### src/rtl/universal_shift_reg.sv
// Universal shift register: hold, serial shift, rotate and parallel load, with
// a shift counter that pulses frame_done_o once every WIDTH shifts/rotates.
module universal_shift_reg #(
  parameter int WIDTH     = 8,
  parameter bit LSB_FIRST = 1'b1,
  localparam int CW       = ($clog2(WIDTH) < 1) ? 1 : $clog2(WIDTH)
) (
  input  logic             clk_i,
  input  logic             rst_i,
  input  logic             clr_i,
  input  logic             en_i,
  input  logic [1:0]       mode_i,
  input  logic             serial_i,
  input  logic [WIDTH-1:0] parallel_i,
  output logic             serial_o,
  output logic [WIDTH-1:0] parallel_o,
  output logic [CW-1:0]    bit_cnt_o,
  output logic             frame_done_o
);

  typedef enum logic [1:0] {
    MODE_HOLD   = 2'b00,
    MODE_SHIFT  = 2'b01,
    MODE_ROTATE = 2'b10,
    MODE_LOAD   = 2'b11
  } mode_e;

  localparam logic [CW-1:0] CNT_LAST = CW'(WIDTH - 1);

  mode_e            mode;
  logic [WIDTH-1:0] data_q, data_d;
  logic [CW-1:0]    cnt_q, cnt_d;
  logic             done_q, done_d;
  logic             serial_end;
  logic             fill_bit;
  logic [WIDTH-1:0] moved;

  assign mode = mode_e'(mode_i);

  assign serial_end = LSB_FIRST ? data_q[0] : data_q[WIDTH-1];

  // Rotate feeds the outgoing serial-end bit back in; shift takes serial_i.
  assign fill_bit = (mode == MODE_ROTATE) ? serial_end : serial_i;

  always_comb begin
    if (LSB_FIRST) moved = {fill_bit, data_q[WIDTH-1:1]};
    else           moved = {data_q[WIDTH-2:0], fill_bit};
  end

  // NOTE: every signal gets a default at the top so no path leaves one
  // unassigned, which would otherwise infer a latch.
  always_comb begin
    data_d = data_q;
    cnt_d  = cnt_q;
    done_d = 1'b0;
    if (clr_i) begin
      data_d = '0;
      cnt_d  = '0;
    end else if (en_i) begin
      case (mode)
        MODE_SHIFT, MODE_ROTATE: begin
          data_d = moved;
          if (cnt_q == CNT_LAST) begin
            cnt_d  = '0;
            done_d = 1'b1;
          end else begin
            cnt_d = cnt_q + 1'b1;
          end
        end
        MODE_LOAD: begin
          data_d = parallel_i;
          cnt_d  = '0;
        end
        default: ;
      endcase
    end
  end

  // NOTE: state registers use non-blocking assignments so every flop samples
  // the pre-edge values, independent of statement order.
  always_ff @(posedge clk_i or negedge rst_i) begin
    if (!rst_i) begin
      data_q <= '0;
      cnt_q  <= '0;
      done_q <= 1'b0;
    end else begin
      data_q <= data_d;
      cnt_q  <= cnt_d;
      done_q <= done_d;
    end
  end

  assign serial_o     = serial_end;
  assign parallel_o   = data_q;
  assign bit_cnt_o    = cnt_q;
  assign frame_done_o = done_q;

endmodule

### config.mk
export PLATFORM = sky130hd
export DESIGN_NAME = universal_shift_reg
export DESIGN_NICKNAME = d
export VERILOG_FILES = /design/src/rtl/universal_shift_reg.sv
export SDC_FILE = /design/constraint.sdc
export NUM_CORES = 1
export LEC_CHECK = 0
export CELL_PAD_IN_SITES_DETAIL_PLACEMENT = 1
export CELL_PAD_IN_SITES_GLOBAL_PLACEMENT = 1
export CORE_UTILIZATION = 29
export DETAILED_ROUTE_END_ITERATION = 8
export PLACE_DENSITY_LB_ADDON = 0.1
export SLEW_MARGIN = 20
export SYNTH_ARGS = -nofsm -noshare
export SYNTH_HDL_FRONTEND = slang
export SYNTH_SLANG_ARGS = --single-unit
### constraint.sdc
create_clock -name clk_i -period 1.07 [get_ports clk_i]
set_input_delay 0.214 -clock clk_i [delete_from_list [all_inputs] [get_ports clk_i]]
set_output_delay 0.214 -clock clk_i [all_outputs]
set_load 0.05 [all_outputs]
==> impl_metrics.yaml, run 1 <==
power:
  p_sw_w: 0.000499
  p_clk_share_pct: 24.5
  power_density_nw_per_um2: 1040
  p_comb_share_pct: 41.3
  intPower_w: 0.00102
  p_total_w: 0.00151
  p_seq_share_pct: 34.2
  leakage_nw: 0.602
  ir_drop_v: 0.000723
  switching_share_pct: 32.9
layout:
  final_common_cell: "buf_4"
  antenna-diode-count: 0
  fin_area_um2: 1450
  synthToLayoutAreaGrowth_pct: 92.9
  final_net_count: 132
  multiInputGateArea_um2: 469
  layout_common_cells: "17 x buf_4, 13 x buf_12, 12 x clkdlybuf4s50_1, 11 x a21oi_1"
  drive_above_1_share_pct: 62.5
  fill_cells: 254
  fin_cells: 142
  seq_area_um2: 307
timing:
  hold_viol: 0
  rsz0062_at_grt: "yes"
  max_freq_mhz: 828
  fin_tns_setup_ns: -0.912
  relSlewSlack_pct: 87.3
  finalMaxSlewViolations: 0
  setup_viol: 12
  max_slew.worst_pin.slew_ns: 0.185
  layout_min_cycle_time_ns: 1.21
  fin_skew_ns: 0.000652
  fin_crit_sh_pct: 113
  setup_ws_ns: -0.138
place:
  dp_hpwl_um: 1500
  portBuffers: 27
  dpl_cell_area_um2: 1280
  place_inst: 127
  gp_congestion: 0.724
critical_path:
  cp_cell_sequence: "ha_4 -> ha_4 -> buf_4 -> buf_6 -> nand2_2 -> nor3_2"
  critical-path-top-delay-family: "flip-flops"
  critPathBufInv: 2
  cp.required_ns: 1.23
  arrival_ns: 1.37
  path_max_fanout: 2
  critPathLaunchType: "register"
  slowest_stage: "dfrtp_2"
  path_common_cell: "ha_4"
  max_stage_delay_ns: 0.44
  critical_path_class: "reg -> reg"
  critPathCaptureType: "register"
route:
  ant_nets: 0
  wl_per_cell_um: 15.7
  drt-vias-per-instance: 4.93
  wirelength_um: 2230
  initialDrtViolationCount: 1
  drcViolationCount: 0
  first_pass_iters: 4
  vias: 700
cts:
  ctsHoldBuffers: 0
  cts_tree: "yes"
  clock_sink_count: 12
  h-tree-depth: 1
  clk_latency_ns: 0.27
  max-clock-path-buffers: 2
  cts_buffers: 3
  path_clk_slew_ns: 0.08
  cts-root-buf: "clkbuf_4"
yosys:
  ys_seq_area_share_pct: 39.9
  synth_nets: 84
  yosysUniqueCellTypes: 20
  yosysWarnings: 0
  synth.avg_cell_area_um2: 11.6
  netlist_area_um2: 753
  postSynthCellCount: 65
  ys_ff_latch: 12
floorplan:
  start_util_pct: 30.7
  core-area_um2: 2450
  ios: 28
  die_width_um: 53.0
  dieHeight_um: 53.0
  rows: 18
  die-area_um2: 2810
global_route:
  grt_overflow: 0
  grt_antenna_before_repair: 0
  grt_max_degree: 15
  gr-usage-all-layers_pct: 18.5
  grt_pass1_vias: 746
  grt_first_pass_wirelength_um: 3590
hold_path:
  holdCritPathClass: "in -> async"
job:
  maxCapViolations: 0
run_status:
  violations: "setup timing"
  status: "finished with violations"
worst register-to-register path, stage by stage, from the launching register on:
cell and delay, ns:
dfrtp_2 0.44, ha_4 0.18, ha_4 0.16, buf_4 0.13, buf_6 0.10, nand2_2 0.06
nor3_2 0.04
flip-flops by register name (all words and copies together) (netlist names):
signal / cells
bit_cnt_o: 3
frame_done_o: 1
parallel_o: 8
logic make-up (layout without fill, tap and decap cells):
kind of cell	count (synthesis)	in the layout	share of synthesized area, %
AO/OA/AOI/OAI	23	23	25.4
flip-flops	12	12	39.9
AND/OR/NAND/NOR	9	10	8.80
buffers and inverters	9	55	8.47
multiplexers	8	8	10.8
adder cells (fa/ha/maj)	4	4	6.64
per-stage QoR:
stage               hold WS [ns]  util, %  setup WS, ns
floorplan                -0.0816        -        -0.198
global placement           0.538     52.3        -0.686
detailed placement         0.543     52.3        -0.717
CTS                        0.246     58.1        -0.121
global route               0.239     59.2        -0.181
finish                     0.243     59.2        -0.138
synth_stat cells, drive strengths merged:
cell type / count / area (um^2)
a211oi: 7 / 87.6
a21bo: 4 / 40.0
a21oi: 11 / 55.1
and2: 1 / 8.76
buf: 7 / 56.3
clkbuf: 1 / 3.75
dfrtp: 12 / 300
ha: 4 / 50.1
inv: 1 / 3.75
mux2: 1 / 11.3
mux2i: 7 / 70.1
nand2: 1 / 3.75
nand2b: 1 / 13.8
nand3: 1 / 5.00
nand4b: 2 / 17.5
nor3: 2 / 10.0
o2111ai: 1 / 8.76
or2b: 1 / 7.51
what timing repair did:
item,CTS,global route
pin swaps,2,1
resized for setup,15,5
setup endpoints to repair,24,18
gates cloned,1,0
setup buffers,9,1
path summary, 6_finish.rpt:
kind | depth (start not counted) | endpoint | start | slack, ns
max in group asynchronous | 2 | parallel_o[0]$_DFFE_PN0P_ | rst_i | 0.65
min in group clk_i | 4 | frame_done_o$_DFF_PN0_ | mode_i[0] | 0.39
min reg2reg | 3 | bit_cnt_o[1]$_DFFE_PN0P_ | bit_cnt_o[1]$_DFFE_PN0P_ | 0.77
min | 2 | bit_cnt_o[2]$_DFFE_PN0P_ | rst_i | 0.24
max reg2reg | 6 | frame_done_o$_DFF_PN0_ | bit_cnt_o[0]$_DFFE_PN0P_ | -0.14
max | 6 | frame_done_o$_DFF_PN0_ | bit_cnt_o[0]$_DFFE_PN0P_ | -0.14
final cells by class:
type | count | share of cell area, %
clock buffers | 4 | 2.50
inverters | 1 | 0.775
multi-input cells | 45 | 32.3
flip-flops and latches | 12 | 21.1
well taps | 30 | 2.58
repair buffers | 50 | 40.7
layer usage:
layer	part of all wire, %	GRT usage [%]
met4	1.2	9.21
met3	4.2	3.16
met1	48	25.0
met5	0	0
met2	47	28.1
power by group through the flow:
| stage | registers (W) | clock network, W | logic [W] |
|---|---|---|---|
| 6_report | 0.000518 | 0.000371 | 0.000626 |
| 5_1_grt | 0.000523 | 0.000408 | 0.000660 |
| 4_1_cts | 0.000519 | 0.000377 | 0.000621 |
| 3_5_place_dp | 0.000530 | 0 | 0.000558 |
| 3_3_place_gp | 0.000531 | 0 | 0.000552 |
| 2_1_floorplan | 0.000621 | 0 | 0.000204 |
Power figures use the tool's default switching activity.
==> inputs of run 2 (changes only) <==
--- a/config.mk
+++ b/config.mk
@@ -7,6 +7,7 @@
 export LEC_CHECK = 0
 export CELL_PAD_IN_SITES_DETAIL_PLACEMENT = 1
 export CELL_PAD_IN_SITES_GLOBAL_PLACEMENT = 1
+export CORE_MARGIN = 5
 export CORE_UTILIZATION = 29
 export DETAILED_ROUTE_END_ITERATION = 8
 export PLACE_DENSITY_LB_ADDON = 0.1
==> impl_metrics.yaml, run 2 (synthesis gave the netlist of run 1 again) <==
run_status:
  status: "finished with violations"
  violations: "setup timing"
cts:
  path_clk_slew_ns: 0.09
  max-clock-path-buffers: 2
  h-tree-depth: 1
  cts_buffers: 3
  cts-root-buf: "clkbuf_4"
  clk_latency_ns: 0.27
  ctsHoldBuffers: 0
  clock_sink_count: 12
  cts_tree: "yes"
route:
  first_pass_iters: 2
  drt-vias-per-instance: 4.92
  wirelength_um: 2290
  wl_per_cell_um: 16.0
  ant_nets: 0
  initialDrtViolationCount: 6
  vias: 704
  drcViolationCount: 0
layout:
  layout_common_cells: "17 x buf_4, 15 x buf_12, 11 x clkdlybuf4s50_1, 10 x a21oi_1, 8 x dfrtp_1"
  synthToLayoutAreaGrowth_pct: 98.3
  largest_reg_flops: 8
  antenna-diode-count: 0
  final_net_count: 133
  fin_cells: 143
  drive_above_1_share_pct: 63.7
  fin_area_um2: 1490
  final_common_cell: "buf_4"
floorplan:
  rows: 18
  die-area_um2: 3720
  dieHeight_um: 61.0
  core-area_um2: 2480
  start_util_pct: 30.4
  die_width_um: 61.0
  ios: 28
global_route:
  gr-usage-all-layers_pct: 14.2
  grt_antenna_before_repair: 0
  grt_overflow: 0
  grt_pass1_vias: 820
  grt_max_degree: 18
  grt_first_pass_wirelength_um: 3800
critical_path:
  critical_path_class: "reg -> out"
  cp.required_ns: 0.86
  arrival_ns: 0.97
  r2r_cells: 4
  critPathLaunchType: "register"
  path_max_fanout: 2
  critPathCaptureType: "output port"
timing:
  fin_crit_sh_pct: 111
  fin_skew_ns: 0.00520
  fin_tns_setup_ns: -0.757
  finalMaxSlewViolations: 0
  rsz0062_at_grt: "yes"
  setup_viol: 11
  hold_viol: 0
  relSlewSlack_pct: 86.6
  setup_ws_ns: -0.115
  max_slew.worst_pin.slew_ns: 0.195
  max_freq_mhz: 844
  layout_min_cycle_time_ns: 1.19
power:
  ir_drop_v: 0.000629
  leakage_nw: 0.635
  power_density_nw_per_um2: 1030
place:
  dpl_cell_area_um2: 1290
  portBuffers: 27
  gp_congestion: 0.720
  place_inst: 124
  dp_hpwl_um: 1560
job:
  maxCapViolations: 0
hold_path:
  holdCritPathClass: "in -> async"
==> run 2: changes by cell type in the layout (fill, tap and decap cells not counted), sizes merged <==
cell,previous run,this run
dlymetal6s2s,0,1
clkdlybuf4s15,1,0
clkbuf,4,5
buf,37,38
clkdlybuf4s50,12,11
==> run 2: layout make-up <==
class | instances | area (um^2)
Inverter | 1 | 11.3
Clock buffer | 4 | 36.3
Fill cell | 258 | 983
Multi-Input combinational cell | 45 | 484
Timing Repair Buffer | 51 | 619
Tap cell | 30 | 37.5
Sequential cell | 12 | 305
==> run 2: per-stage QoR <==
step                hold slack (ns)  setup WS, ns  utilization, %  total power (W)
floorplan                   -0.0816        -0.198               -         0.000825
global placement              0.536        -0.693            52.0          0.00108
detailed placement            0.559        -0.728            52.0          0.00109
CTS                           0.253        -0.130            58.6          0.00154
global route                  0.252        -0.158            60.3          0.00163
finish                        0.248        -0.115            60.3          0.00154
==> run 2: path summary, 6_finish.rpt <==
kind                                            from                   endpoint  slack (ns)
setup / recovery            bit_cnt_o[0]$_DFFE_PN0P_               bit_cnt_o[0]       -0.12
hold / removal                                 rst_i  parallel_o[3]$_DFFE_PN0P_        0.25
setup reg to reg            bit_cnt_o[0]$_DFFE_PN0P_   bit_cnt_o[2]$_DFFE_PN0P_       -0.09
hold reg to reg            parallel_o[7]$_DFFE_PN0P_  parallel_o[7]$_DFFE_PN0P_        0.73
max in group asynchronous                      rst_i   bit_cnt_o[0]$_DFFE_PN0P_        0.63
min in group clk_i                         mode_i[1]     frame_done_o$_DFF_PN0_        0.32
==> run 2: critical path, stage by stage (launching register included) <==
cell and delay, ns:
dfrtp_2 0.44, buf_6 0.13, buf_12 0.13
==> run 2: routing by layer <==
metal	part of all wire, %	GRT usage [%]	up-vias
met1	42	16.6	349
met4	0.57	5.57	0
li1	-	-	337
met5	0	0	-
met3	4.9	2.34	2
met2	53	25.6	16
==> run 2: power breakdown <==
| part | total (W) | switching [W] | internal [W] | leakage (nW) |
|---|---|---|---|---|
| clock network | 0.000374 | 0.000167 | 0.000207 | 0.0210 |
| registers | 0.000518 | 0.0000340 | 0.000484 | 0.156 |
| logic | 0.000653 | 0.000306 | 0.000347 | 0.458 |
==> run 2: timing repair <==
action,CTS,global route
endpoints found under the setup margin,24,22
setup buffers,9,5
resized for setup,20,4
pin swaps,6,5
gates cloned,1,0
==> inputs of run 3 (changes only) <==
--- a/config.mk
+++ b/config.mk
@@ -15,3 +15,4 @@
 export SYNTH_ARGS = -nofsm -noshare
 export SYNTH_HDL_FRONTEND = slang
 export SYNTH_SLANG_ARGS = --single-unit
+export TNS_END_PERCENT = 20
==> impl_metrics.yaml, run 3 (synthesis gave the netlist of run 1 again) <==
route:
  wl_met1_um: 996
  ant_nets: 0
  wl_met2_um: 1070
  drcViolationCount: 0
  first_pass_iters: 2
  wl_per_cell_um: 16.9
  initialDrtViolationCount: 3
  top_layer: "met4"
  route.met3.wl_um: 109
  vias: 659
  drt-vias-per-instance: 4.99
  wirelength_um: 2230
global_route:
  grt_overflow: 0
  grt_pass1_vias: 795
  grt_antenna_before_repair: 0
  grt_first_pass_wirelength_um: 3680
  grt_max_degree: 13
  gr-usage-all-layers_pct: 13.4
critical_path:
  critical-path-top-delay-family: "flip-flops"
  max_stage_delay_ns: 0.44
  path_max_fanout: 2
  r2r_setup_slack_ns: -0.13
  slowest_stage: "dfrtp_2"
  cp.required_ns: 1.27
  critPathBufInv: 0
  crit-reg2reg-launch: "bit_cnt_o[0]$_DFFE_PN0P_"
  cp_cell_sequence: "ha_4 -> ha_4 -> nor3_4 -> nand3_2 -> a21oi_2"
  r2r_cells: 5
  critical_path_class: "reg -> reg"
  arrival_ns: 1.40
  critPathCaptureType: "register"
  path_common_cell: "ha_4"
  critPathLaunchType: "register"
  r2r_end: "bit_cnt_o[0]$_DFFE_PN0P_"
  crit_start: "bit_cnt_o[0]$_DFFE_PN0P_"
power:
  ir_drop_v: 0.000686
  intPower_w: 0.000992
  p_total_w: 0.00148
  leakage_nw: 0.548
  p_clk_share_pct: 24.8
  switching_share_pct: 33.2
  p_seq_share_pct: 35.4
  p_comb_share_pct: 39.7
  power_density_nw_per_um2: 1070
  p_sw_w: 0.000493
cts:
  cts_buffers: 3
  clk_latency_ns: 0.27
  h-tree-depth: 1
  cts-root-buf: "clkbuf_4"
  max-clock-path-buffers: 2
  cts_tree: "yes"
  ctsHoldBuffers: 0
  clock_sink_count: 12
  path_clk_slew_ns: 0.08
layout:
  synthToLayoutAreaGrowth_pct: 83.9
  antenna-diode-count: 0
  layout_common_cells: "14 x buf_12, 11 x clkdlybuf4s50_1, 9 x a21oi_1, 7 x a211oi_2, 7 x buf_4"
  largest_reg_flops: 8
  final_net_count: 122
  final_common_cell: "buf_12"
  drive_above_1_share_pct: 62.7
  fin_util_pct: 55.9
timing:
  fin_skew_ns: 0.000909
  finalMaxSlewViolations: 0
  setup_viol: 15
  rsz0062_at_grt: "yes"
  setup_ws_ns: -0.134
  max_freq_mhz: 830
  layout_min_cycle_time_ns: 1.20
  hold_viol: 0
  max_slew.worst_pin.slew_ns: 0.199
  relSlewSlack_pct: 86.4
  fin_crit_sh_pct: 113
floorplan:
  start_util_pct: 30.4
  core-area_um2: 2480
  die-area_um2: 3720
  dieHeight_um: 61.0
  die_width_um: 61.0
  ios: 28
  rows: 18
place:
  portBuffers: 27
  gp_congestion: 0.715
  dp_hpwl_um: 1630
  pre_cts_ws_ns: -0.705
hold_path:
  holdCritPathClass: "in -> async"
run_status:
  status: "finished with violations"
  violations: "setup timing"
job:
  maxCapViolations: 0
run 3: routing by layer:
| layer | GRT usage [%] | up-vias |
|---|---|---|
| met4 | 6.50 | 0 |
| met5 | 0 | - |
| met3 | 2.77 | 6 |
| li1 | - | 315 |
| met2 | 20.5 | 20 |
| met1 | 18.1 | 318 |
run 3: worst max-delay path by stage:
stage | to | cells past startpoint
6_report | bit_cnt_o[0]$_DFFE_PN0P_ | 5
5_1_grt | bit_cnt_o[0]$_DFFE_PN0P_ | 5
4_1_cts | bit_cnt_o[0]$_DFFE_PN0P_ | 5
3_5_place_dp | parallel_o[3]$_DFFE_PN0P_ | 6
3_3_place_gp | parallel_o[3]$_DFFE_PN0P_ | 6
2_1_floorplan | parallel_o[7]$_DFFE_PN0P_ | 3
run 3: power groups by stage:
stage	logic (W)	registers, W	clock network [W]
floorplan	0.000195	0.000620	0
global placement	0.000539	0.000529	0
detailed placement	0.000545	0.000530	0
CTS	0.000588	0.000525	0.000379
global route	0.000621	0.000531	0.000393
finish	0.000590	0.000526	0.000368
run 3: timing repair:
| action | 4_1_cts | 5_1_grt |
|---|---|---|
| endpoints found under the setup margin | 24 | 15 |
| gates resized for setup | 23 | 6 |
| pin swaps | 4 | 2 |
| endpoints found under the hold margin | 0 | 0 |
| cloned | 1 | 0 |
| setup buffers | 3 | 0 |
run 3: per-stage QoR:
| stage | hold slack, ns | area [um^2] | std cells | TNS, ns |
|---|---|---|---|---|
| 2_1_floorplan | -0.0816 | 781 | 65 | -1.93 |
| 3_3_place_gp | 0.532 | 1250 | 124 | -7.08 |
| 3_5_place_dp | 0.538 | 1250 | 124 | -7.42 |
| 4_1_cts | 0.236 | 1370 | 132 | -0.964 |
| 5_1_grt | 0.261 | 1390 | 132 | -1.30 |
| 6_report | 0.234 | 1390 | 132 | -0.812 |
run 3: layout make-up:
cell class,count,area (um^2)
Inverter,1,3.75
Timing Repair Buffer,40,518
Tap cell,30,37.5
Multi-Input combinational cell,45,482
Fill cell,267,1090
Sequential cell,12,308
Clock buffer,4,36.3
==> edit 1 (flow settings as in run 1) <==
Reset style: synchronous (`rst_i`), changed in one clocked block.
--- a/src/rtl/universal_shift_reg.sv
+++ b/src/rtl/universal_shift_reg.sv
@@ -80,3 +80,3 @@
   // the pre-edge values, independent of statement order.
-  always_ff @(posedge clk_i or negedge rst_i) begin
+  always_ff @(posedge clk_i) begin
     if (!rst_i) begin
Check against the original RTL: differs if rst_i is asserted again (counterexample within 4 cycles, from zero or initial values and one cycle with rst_i low); with rst_i held inactive, the same outputs for 10 cycles.
==> edit 1 against run 1 <==
- global-route usage increased by 0.90 points
- cell area fell by 2.3%
- power fell by 17%
- wire length is essentially flat
- area after synthesis down 6.1%
- sequential cell count unchanged
- die area fell by 5.9%
- the flow still finishes with violations (negative setup slack)
- worst setup slack worse by 0.083 ns
- sequential power shrank 8.9%
==> edit 1: results (changes against run 1) <==
status:
  status: "finished with violations"  # unchanged
  violations: "negative setup slack"  # unchanged
final_layout:
  inv_count: 2  # was 1
  num-nonclk-buffers: 43  # was 50
  multi_input_area_share: 0.3404  # was 0.3230
  nonClkBufAreaFrac: 0.4162  # was 0.4074
  clkCellAreaFrac: 0.02557  # was 0.02498
  seqCellArea_um2: 261.5  # was 306.5 um2
  seq_area_frac: 0.1843  # was 0.2110
  final_layout_size_suffix_gt1_frac: 0.6698  # was 0.6250
placement:
  gp_congestion: 0.6839  # was 0.7240
  dpl_cell_area_um2: 1269  # was 1285 um2
  dpl.hpwl_um: 1469  # was 1504 um
  dp_slack_ns: -0.7323  # was -0.7171 ns
pwr:
  internal_power_uw: 882.8  # was 1.016 mW
  vdd_drop_max_mv: 0.6548  # was 0.7228 mV
  clkPwrFrac: 0.305  # was 0.245
  p_seq_frac: 0.376  # was 0.342
  power_leakage_nw: 0.5766  # was 0.6021 nW
  p_seq_uw: 472  # was 518 uW
logic_synthesis:
  ys_seq_area_frac: 0.3398  # was 0.3987
  synthAdderAreaFrac: 0.08850  # was 0.06645
  syn_inst: 64  # was 65
  ys_async_sr_fraction: 0  # was 1.000
  syn_nets: 84  # unchanged
  synth-compound-area-share: 0.1823  # was 0.2542
  synth_common_cells: "dfxtp_1 (12), nor2_1 (8), mux2i_1 (7)"  # was dfrtp_1 (12), a21oi_1 (11), a211oi_2 (7), mux2i_1 (7)
  synthTopCellsByArea: "dfxtp_1 (34%), mux2i_1 (9.9%), ha_1 (8.8%)"  # was dfrtp_1 (40%), a211oi_2 (12%), mux2i_1 (9.3%)
  muxShareOfSynthArea: 0.1150  # was 0.1080
setup_path:
  r2r-start: "bit_cnt_o[1]"  # was bit_cnt_o[0]
  r2r_end: "bit_cnt_o[0]"  # was frame_done_o
  crit_arrival_ns: 1.51  # was 1.37 ns
  reg2reg_depth: 4  # was 6
min_path:
  hold_class: "in2reg"  # was in2async
cts:
  clkLatencyLatePin_ns: 0.29  # was 0.27 ns
  cts_max_level: 1  # unchanged
sta:
  slew_headroom: 0.8614  # was 0.8729
  whs_ns: 0.3808  # was 0.2432 ns
  setup_ws_ns: -0.2210  # was -0.1380 ns
  fin_tns_setup_ns: -0.5442  # was -0.9117 ns
  setup_violations: 6  # was 12
detailed_routing:
  drtPass1Iterations: 2  # was 4
  vias: 633  # was 700
  wire_per_inst_um: 16.66  # was 15.73 um
global_routing:
  use_met1: 0.2176  # was 0.2500
  grt_pass1_vias: 659  # was 746
  met2_usage: 0.3528  # was 0.2806
  grt_util_met3: 0.02679  # was 0.03161
  grt_pass1_wl_um: 3525  # was 3594 um
## edit 1: cell types whose count changed in the layout (fill, tap and decap cells not counted), moves of 3 or more
cell / before / now
dfxtp_2: 0 / 8
a21oi_2: 0 / 4
dfxtp_4: 0 / 3
dfrtp_1: 7 / 0
nand2_1: 0 / 4
a21bo_2: 4 / 0
nor2_1: 0 / 8
dfrtp_2: 5 / 0
buf_4: 17 / 11
a21oi_1: 11 / 0
buf_6: 6 / 3
## edit 1: timing repair
item	CTS	global route
gates cloned	2	0
resized for setup	18	11
pin swaps	2	2
setup endpoints to repair	18	13
setup buffers	3	2
## edit 1: critical path, cell delays in order (launching register included)
cell and delay [ns]:
dfxtp_4 0.36, ha_4 0.16, ha_4 0.15, or4_4 0.42, a21oi_2 0.13
## edit 1: metal layers
metal  part of all wire  vias to the layer above
li1                   -                      308
met1               0.40                      305
met2               0.55                       15
met3              0.024                        5
met4              0.020                        0
met5                  0                        -
==> edit 2 (settings of run 1) <==
Made on the original files. The parameter `WIDTH` goes from 8 to 32.
--- a/src/rtl/universal_shift_reg.sv
+++ b/src/rtl/universal_shift_reg.sv
@@ -3,3 +3,3 @@
 module universal_shift_reg #(
-  parameter int WIDTH     = 8,
+  parameter int WIDTH     = 32,
   parameter bit LSB_FIRST = 1'b1,
Ports: changed (resized bit_cnt_o, parallel_i and parallel_o); port bits go from 28 to 78. No check against the original RTL was run, so the function may have changed too.
==> edit 2 against run 1 <==
- the run still ends with negative setup slack left
- core utilization grew 6.1 points
- area after synthesis grew to 2.6 times the old value
- count of clock-buffer cells in the layout grew 3
- worst setup slack lost 0.28 ns
- power grew to 2.6 times the old value
- global-route usage grew 0.79 points
- synthesized cell count grew to 2.7 times the old value
- sequential cell count grew 26
- cell area grew to 2.9 times the old value
- worst hold slack gained 0.12 ns
- clock power grew to 3.2 times the old value
- critical path depth is the same
- wire length grew to 3.1 times the old value
==> edit 2: results (changes against run 1) <==
pwr:
  power_leakage_nw: 1.941  # was 0.6021 nW
  top_power_group: "sequential cells"  # was combinational cells
  pg_comb_mw: 1.16  # was 626 uW
  vdd_drop_max_mv: 0.6342  # was 0.7228 mV
  internal_power_mw: 2.798  # was 1.016 mW
  p_seq_mw: 1.53  # was 518 uW
final_layout:
  final_core_util: 0.6532  # was 0.5917
  largest_register_ff_count: 32  # was 8
  nets: 360  # was 132
placement:
  dpl_cell_area_um2: 3358  # was 1285 um2
  dp_slack_ns: -0.8177  # was -0.7171 ns
  gp_congestion: 0.7084  # was 0.7240
  port_buffers: 77  # was 27
  dp.cells: 336  # was 127
sta:
  fin_tns_setup_ns: -2.981  # was -0.9117 ns
  whs_ns: 0.3670  # was 0.2432 ns
  setup_ws_ns: -0.4207  # was -0.1380 ns
  setup_violations: 57  # was 12
  tightest_slew_ns: 0.3161  # was 0.1853 ns
logic_synthesis:
  synthDistinctLibCells: 26  # was 20
  synth_common_cells: "dfrtp_1 (38), mux2i_1 (32), nand2_1 (23), o21ai_1 (23)"  # was dfrtp_1 (12), a21oi_1 (11), a211oi_2 (7), mux2i_1 (7)
  synthTopCellsByArea: "dfrtp_1 (49%), mux2i_1 (17%), o21ai_1 (6.0%)"  # was dfrtp_1 (40%), a211oi_2 (12%), mux2i_1 (9.3%)
  syn_nets: 218  # was 84
  synthAdderAreaFrac: 0.02587  # was 0.06645
  ys_seq_area_frac: 0.4916  # was 0.3987
  synth-compound-area-share: 0.1307  # was 0.2542
min_path:
  hold_class: "in2reg"  # was in2async
status:
  status: "finished with violations"  # unchanged
  violations: "negative setup slack"  # unchanged
global_routing:
  grt_pass1_wl_um: 10560  # was 3594 um
  grt_use_total: 0.1930  # was 0.1851
  grt_pass1_vias: 2025  # was 746
detailed_routing:
  vias: 1885  # was 700
  wire_per_inst_um: 17.50  # was 15.73 um
cts:
  clockRootBuffer: "clkbuf_8"  # was clkbuf_4
  cts_max_level: 2  # was 1
setup_path:
  crit_start: "bit_cnt_o[1]"  # was bit_cnt_o[0]
  r2r_end: "bit_cnt_o[3]"  # was frame_done_o
  path_max_fanout: 3  # was 2
[edit 2: routing by layer]
layer,wire length [um],part of all wire,vias to the layer above,GRT usage
met2,3770,0.55,46,0.3481
met4,47,0.0068,0,0.03698
met5,0,0,-,0
met1,2854,0.41,944,0.2403
li1,-,-,890,-
met3,238,0.034,5,0.03660
[edit 2: what timing repair did]
item	in CTS	in global routing
hold buffers	1	0
endpoints found under the hold margin	38	0
pin swaps	11	14
resized for setup	42	53
endpoints found under the setup margin	76	77
setup buffers	36	14
cloned	3	0
[edit 2: cells by family after synthesis]
| kind of cell | Yosys count |
|---|---|
| flip-flops | 38 |
| multiplexers | 33 |
| AO/OA/AOI/OAI | 40 |
| buffers and inverters | 14 |
| adder cells (fa/ha/maj) | 4 |
| AND/OR/NAND/NOR | 46 |
[edit 2: cell type report]
type,count,area [um2]
multi-input cells,123,1136
well taps,77,96.34
inverters,2,10.01
repair buffers,147,1856
clock inverters,1,30.03
flip-flops and latches,38,967.2
clock buffers,7,76.32
fillers,621,2215
